==> config.mk <==
export PLATFORM = sky130hd
export DESIGN_NAME = pipelined_cordic
export DESIGN_NICKNAME = d
export VERILOG_FILES = /design/src/rtl/pipelined_cordic.sv
export SDC_FILE = /design/constraint.sdc
export NUM_CORES = 2
export LEC_CHECK = 0
export ABC_AREA = 1
export CORE_ASPECT_RATIO = 0.9
export CORE_UTILIZATION = 25
export CTS_BUF_LIST = sky130_fd_sc_hd__clkbuf_4
export CTS_CLUSTER_DIAMETER = 30
export DETAILED_ROUTE_END_ITERATION = 16
export PLACE_DENSITY = 0.46
export SYNTH_ARGS = -nofsm -noshare
export SYNTH_HDL_FRONTEND = slang
export SYNTH_SLANG_ARGS = --single-unit
==> constraint.sdc <==
create_clock -name clk -period 68.3 [get_ports clk]
set_input_delay 6.83 -clock clk [delete_from_list [all_inputs] [get_ports clk]]
set_output_delay 6.83 -clock clk [all_outputs]
set_load 0.05 [all_outputs]
==> src/rtl/pipelined_cordic.sv <==
// Fully pipelined CORDIC rotator (rotation mode), one sample per clock, latency SZ+1.
// Define CORDIC_SAT_EN to saturate xout/yout instead of wrapping on overflow.
module pipelined_cordic #(
  parameter int unsigned SZ = 16
) (
  input  logic                 clk,
  input  logic                 rst,
  input  logic [31:0]          angle,
  input  logic signed [SZ-1:0] xin,
  input  logic signed [SZ-1:0] yin,
  output logic signed [SZ-1:0] xout,
  output logic signed [SZ-1:0] yout
);

  localparam int unsigned IntW = SZ + 2;
  typedef logic signed [IntW-1:0] word_t;

  // Index 0 is the pre-rotation stage, index i+1 holds the result of iteration i.
  word_t       x_q [SZ+1];
  word_t       x_d [SZ+1];
  word_t       y_q [SZ+1];
  word_t       y_d [SZ+1];
  logic [31:0] z_q [SZ+1];
  logic [31:0] z_d [SZ+1];

  word_t xin_ext, yin_ext;
  assign xin_ext = {{2{xin[SZ-1]}}, xin};
  assign yin_ext = {{2{yin[SZ-1]}}, yin};

  // round(atan(2^-i) * 2^32 / (2*pi))
  function automatic logic [31:0] atan_lut(input int i);
    case (i)
      0:       return 32'h2000_0000;
      1:       return 32'h12e4_051e;
      2:       return 32'h09fb_385b;
      3:       return 32'h0511_11d4;
      4:       return 32'h028b_0d43;
      5:       return 32'h0145_d7e1;
      6:       return 32'h00a2_f61e;
      7:       return 32'h0051_7c55;
      8:       return 32'h0028_be53;
      9:       return 32'h0014_5f2f;
      10:      return 32'h000a_2f98;
      11:      return 32'h0005_17cc;
      12:      return 32'h0002_8be6;
      13:      return 32'h0001_45f3;
      14:      return 32'h0000_a2fa;
      15:      return 32'h0000_517d;
      16:      return 32'h0000_28be;
      17:      return 32'h0000_145f;
      18:      return 32'h0000_0a30;
      19:      return 32'h0000_0518;
      20:      return 32'h0000_028c;
      21:      return 32'h0000_0146;
      22:      return 32'h0000_00a3;
      23:      return 32'h0000_0051;
      24:      return 32'h0000_0029;
      25:      return 32'h0000_0014;
      26:      return 32'h0000_000a;
      27:      return 32'h0000_0005;
      28:      return 32'h0000_0003;
      29:      return 32'h0000_0001;
      30:      return 32'h0000_0001;
      default: return 32'h0000_0000;
    endcase
  endfunction

  always_comb begin
    // Fold quadrants 1 and 2 into the +/-90 degree range the iterations can reach.
    x_d[0] = xin_ext;
    y_d[0] = yin_ext;
    z_d[0] = angle;
    case (angle[31:30])
      2'b01: begin
        x_d[0] = -yin_ext;
        y_d[0] = xin_ext;
        z_d[0] = {2'b00, angle[29:0]};
      end
      2'b10: begin
        x_d[0] = yin_ext;
        y_d[0] = -xin_ext;
        z_d[0] = {2'b11, angle[29:0]};
      end
      default: ;
    endcase

    for (int i = 0; i < int'(SZ); i++) begin
      if (z_q[i][31]) begin
        x_d[i+1] = x_q[i] + (y_q[i] >>> i);
        y_d[i+1] = y_q[i] - (x_q[i] >>> i);
        z_d[i+1] = z_q[i] + atan_lut(i);
      end else begin
        x_d[i+1] = x_q[i] - (y_q[i] >>> i);
        y_d[i+1] = y_q[i] + (x_q[i] >>> i);
        z_d[i+1] = z_q[i] - atan_lut(i);
      end
    end
  end

  always_ff @(posedge clk or posedge rst) begin
    if (rst) begin
      for (int i = 0; i <= int'(SZ); i++) begin
        x_q[i] <= '0;
        y_q[i] <= '0;
        z_q[i] <= '0;
      end
    end else begin
      for (int i = 0; i <= int'(SZ); i++) begin
        x_q[i] <= x_d[i];
        y_q[i] <= y_d[i];
        z_q[i] <= z_d[i];
      end
    end
  end

`ifdef CORDIC_SAT_EN
  localparam word_t SatMax = word_t'((1 << (SZ - 1)) - 1);
  localparam word_t SatMin = word_t'(-(1 << (SZ - 1)));

  function automatic logic signed [SZ-1:0] sat(input word_t v);
    if (v > SatMax) begin
      return {1'b0, {(SZ-1){1'b1}}};
    end else if (v < SatMin) begin
      return {1'b1, {(SZ-1){1'b0}}};
    end else begin
      return v[SZ-1:0];
    end
  endfunction

  assign xout = sat(x_q[SZ]);
  assign yout = sat(y_q[SZ]);
`else
  assign xout = x_q[SZ][SZ-1:0];
  assign yout = y_q[SZ][SZ-1:0];
`endif

endmodule

Word level (Yosys, flattened, before mapping):

Cells that the tools add are included.

* register bits after elaboration: 1120
* output and inout bits: 32
* input bits: 66

* muxes and demuxes: 80
* eq/ne operators: 2
* $add $sub $neg: 95

Operators with widths (number)
* 2-to-1 mux 32 bit: 45
* 2-to-1 mux 18 bit: 30
* adder 32 bit: 15
* subtractor 32 bit: 15
* case mux 18 bit (2 select lines): 2
* case mux 32 bit (2 select lines): 1
* adder 18 x 10 -> 18 bit: 2
* adder 18 x 11 -> 18 bit: 2
* adder 18 x 12 -> 18 bit: 2
* adder 18 x 13 -> 18 bit: 2
* adder 18 x 14 -> 18 bit: 2
* adder 18 x 15 -> 18 bit: 2
* adder 18 x 16 -> 18 bit: 2
* adder 18 x 17 -> 18 bit: 2
* adder 18 x 4 -> 18 bit: 2
* adder 18 x 5 -> 18 bit: 2
* adder 18 x 6 -> 18 bit: 2
* adder 18 x 7 -> 18 bit: 2
* adder 18 x 8 -> 18 bit: 2
* adder 18 x 9 -> 18 bit: 2
* negator 16 -> 18 bit: 2
* subtractor 18 x 10 -> 18 bit: 2
* subtractor 18 x 11 -> 18 bit: 2
* subtractor 18 x 12 -> 18 bit: 2
* other kinds (18): 33

Depth between registers and ports, before layout:

* depth in word-level cells: 3
* mapped depth: 21
* mapped depth without buffers: 21

Worst setup path after synthesis:

No wires, ideal clock.

* path type: input-to-reg
* start: input angle[30]
* end: register y_q[290] in the netlist's numbering
* data required time: 68.210 ns
* buffers on the path: 2
* slack: 60.148 ns
* arrival time: 8.062 ns
* stages on the path: 9
* cells stage by stage: inv_1 ha_1 clkbuf_1 nor2_2 inv_1 buf_2 a21oi_1 o21ai_0 o221ai_1

RTL lines
* start: declaration: line 8 `input logic [31:0] angle,`
* end signal: indexed assignment: line 110 `y_q[i] <= y_d[i];`
* end: declaration: line 21 `word_t y_q [SZ+1];`

==> qor.csv <==
stage;metric;value;unit
global_route;global-route wire length before repair;441800;um
global_route;met2 Use GR;24.42;%
global_route;largest net degree at the start of global routing;153;
clocking;Clk pin slew, worst setup/hold paths;70;ps
yosys;synthesized flop and latch total;1087;
final_layout;# nets final;14620;
global_route;busiest layer in global routing;met2;
yosys;Post-synth EDFFs;0;
final_layout;area grow syn2layout;12.10;%
worst_setup_path;Critical Path Stages;6;
status;status;finished clean;
worst_setup_path;cell count of the worst reg-to-reg path;17;
final_layout;post-layout util;28.18;%
worst_setup_path;cell mode on critical path;buf_4;
timing;fin crit share;14.10;%
worst_setup_path;CP arrival;11000;ps
global_route;vias in the first global route;82850;
worst_setup_path;Crit. End Element;async pin;
global_route;Total GRT Usage;14.47;%
floorplanning;Die X;642.6;um
floorplanning;I/O pins;98;
timing;worst setup margin;58670;ps
clocking;CTS Buffer Depth;4;
worst_setup_path;CP peak stage delay;870;ps
min_path;Hold Crit Class;flip-flop to flip-flop;
placed_design;IO Port Bufs;97;
global_route;Overflow after GRT;0;
clocking;total number of H-tree levels;5;
yosys;Synth Instances;13100;
flow_run;Max Cap Viol;0;
yosys;Seq/Total Area, Yosys;29.46;%
floorplanning;die area;0.3718;mm^2
final_layout;layout cells sized above 1;4.377;%
worst_setup_path;worst path buffer plus inverter count;6;
floorplanning;Die Span Y;578.5;um
clocking;hold_buf cts;0;
floorplanning;Starting Density;25.14;%
min_path;worst hold path depth;0;
floorplanning;CORE AREA;0.3672;mm^2
timing;minimum clock period after layout;9633;ps
yosys;ys async rst share;100.0;%
routing;Via Count;83260;
clocking;Skew-Pair Late Insertion Delay;1340;ps
clocking;total setup buffers inserted after CTS;0;
yosys;Avg Inst Size Synth;7.049;um^2
timing;Final Hold Viols;0;
worst_setup_path;crit path cell chain;clkdlybuf4s50_1, inv_8, buf_4, buf_12, buf_4, buf_4;
yosys;synthesized netlist net count;14250;
floorplanning;row cnt;211;
placed_design;detailed-placement wirelength estimate;227200;um
clocking;clock sinks;1087;
timing;Post-Route Setup TNS;0;ps
timing;Finish-stage setup viols;0;
clocking;CTS tree;yes;
final_layout;most frequent cells in the layout;3544 x nand2_1, 1790 x inv_1, 1201 x nor2_1, 1087 x dfrtp_1, 1038 x ha_1;
routing;DR iter-0 viols;4606;
global_route;initial antenna violation count;8;
placed_design;pre-CTS WS;57070;ps
routing;final wirelength;273100;um
yosys;Synth cell types;51;
yosys;Top FF cell, synth;dfrtp_1;
timing;RSZ-0062 raised after global routing;no;
placed_design;Final Wtd Congestion;0.8789;
timing;Final Skew;118.7;ps
worst_setup_path;worst path required time;69670;ps
clocking;CTS Root Cell;clkbuf_4;
timing;Hold WS;341.0;ps
timing;Slew Viols, Final;0;
timing;Worst Tran Pin Value;954.1;ps
worst_setup_path;type of origin of the critical path;primary input;
timing;Fmax;0.1038;GHz
clocking;post-CTS resize count;0;
final_layout;commonest non-fill, non-tap cell in the layout;nand2_1;
worst_setup_path;critical path peak fanout;152;
worst_setup_path;critical path's slowest cell;buf_4;
routing;Avg Vias per Cell;4.473;
yosys;Synth warnings;0;
timing;relative slew slack;36.39;%
routing;WL/cell;14.67;um
routing;remaining routing DRC violations;0;
routing;drt pass-1 iters;5;
clocking;clock buffer count from CTS;331;
yosys;Post-Syn Area;0.09233;mm^2
global_route;GR Util met1;19.53;%
global_route;grt met3 use;1.688;%
worst_setup_path;critical path type;primary input to async pin;
routing;ANT nets after route;0;
worst_setup_path;Largest delay share family, worst path;buffers and inverters;
==> layer usage <==
metal  up-vias  share of wire (%)
li1      43700                  -
met3       359                3.6
met2      1398                 46
met4        14                2.4
met1     37780                 48
met5         -              0.034
==> kinds of logic after synthesis <==
kind of cell,share of synthesized area [%]
AND/OR/NAND/NOR,28.08
AO/OA/AOI/OAI,11.74
buffers and inverters,7.924
flip-flops,29.46
adder cells (fa/ha/maj),15.09
XOR/XNOR,7.712
==> synthesized netlist by cell type (3+ instances only) <==
library cell | instances | area, um^2
inv_2 | 4 | 15.01
o21a_1 | 48 | 360.4
nand3b_1 | 52 | 390.4
o22ai_1 | 11 | 68.82
a21boi_0 | 28 | 210.2
nor3_1 | 266 | 1331
fa_1 | 47 | 940.9
and2_0 | 3 | 18.77
a31oi_1 | 52 | 325.3
ha_1 | 1038 | 12990
a21oi_1 | 983 | 4920
and2_1 | 23 | 143.9
nand3_1 | 902 | 4514
nor3_2 | 3 | 30.03
clkbuf_1 | 38 | 142.6
o211ai_2 | 5 | 62.56
inv_1 | 1792 | 6726
a211oi_1 | 11 | 82.58
o211ai_1 | 4 | 30.03
o21bai_1 | 97 | 728.2
a22oi_1 | 5 | 37.54
xnor2_1 | 114 | 998.5
o221ai_1 | 13 | 113.9
dfrtp_1 | 1087 | 27200
or2_2 | 23 | 143.9
a21o_1 | 116 | 870.8
nand2_1 | 3544 | 13300
o21ai_2 | 8 | 70.07
o31ai_1 | 31 | 232.7
buf_1 | 3 | 11.26
nor4_1 | 22 | 137.6
nor2_2 | 4 | 25.02
or2_1 | 11 | 68.82
o21ai_1 | 9 | 45.04
xor2_1 | 699 | 6122
buf_4 | 38 | 285.3
o21ai_0 | 522 | 2613
buf_2 | 27 | 135.1
nand4_1 | 196 | 1226
nor2_1 | 1201 | 4508
==> area by class of cell <==
type / count / area (um^2)
fillers: 40970 / 263700
well taps: 4899 / 6130
flip-flops and latches: 1087 / 27200
repair buffers: 141 / 1326
inverters: 1796 / 6749
clock inverters: 160 / 1149
multi-input cells: 10110 / 57810
clock buffers: 415 / 3115
diodes: 7 / 17.52
==> registers in the layout, summed over array words and instances (netlist names) <==
| register | count |
|---|---|
| z_q | 480 |
| y_q | 288 |
| x_q | 287 |
| xout | 16 |
| yout | 16 |
==> through the flow <==
step	instances	cell area [um^2]
finish	18610	103500
global route	18610	103500
CTS	18610	103500
detailed placement	18030	99220
global placement	18030	99220
floorplan	13100	92330
==> final timing paths <==
path	end	slack (ps)	from
min in group asynchronous	z_q[421]$_DFF_PP0_	5990	rst
min	z_q[483]$_DFF_PP0_	340	z_q[515]$_DFF_PP0_
min reg2reg	z_q[483]$_DFF_PP0_	340	z_q[515]$_DFF_PP0_
max in group clk	yout[12]	59040	yout[12]$_DFF_PP0_
max reg2reg	y_q[251]$_DFF_PP0_	64610	z_q[479]$_DFF_PP0_
max	x_q[154]$_DFF_PP0_	58670	rst
==> worst reg2reg max path, cell delays in order, from the launching register on <==
cell	delay, ps
dfrtp_1	360
buf_4	270
inv_1	640
buf_4	410
o21ai_0	150
nand2_1	90
xor2_1	140
inv_1	70
ha_1	380
nand2_1	130
nor2_1	160
nand3_1	90
nand3_1	200
nand2_1	80
nand2_1	150
inv_1	50
nand2_1	60
nand2_1	90
Power is left out: the tool's default activity adds up to more than one toggle a clock period on the data nets, which glitch-free logic cannot reach.
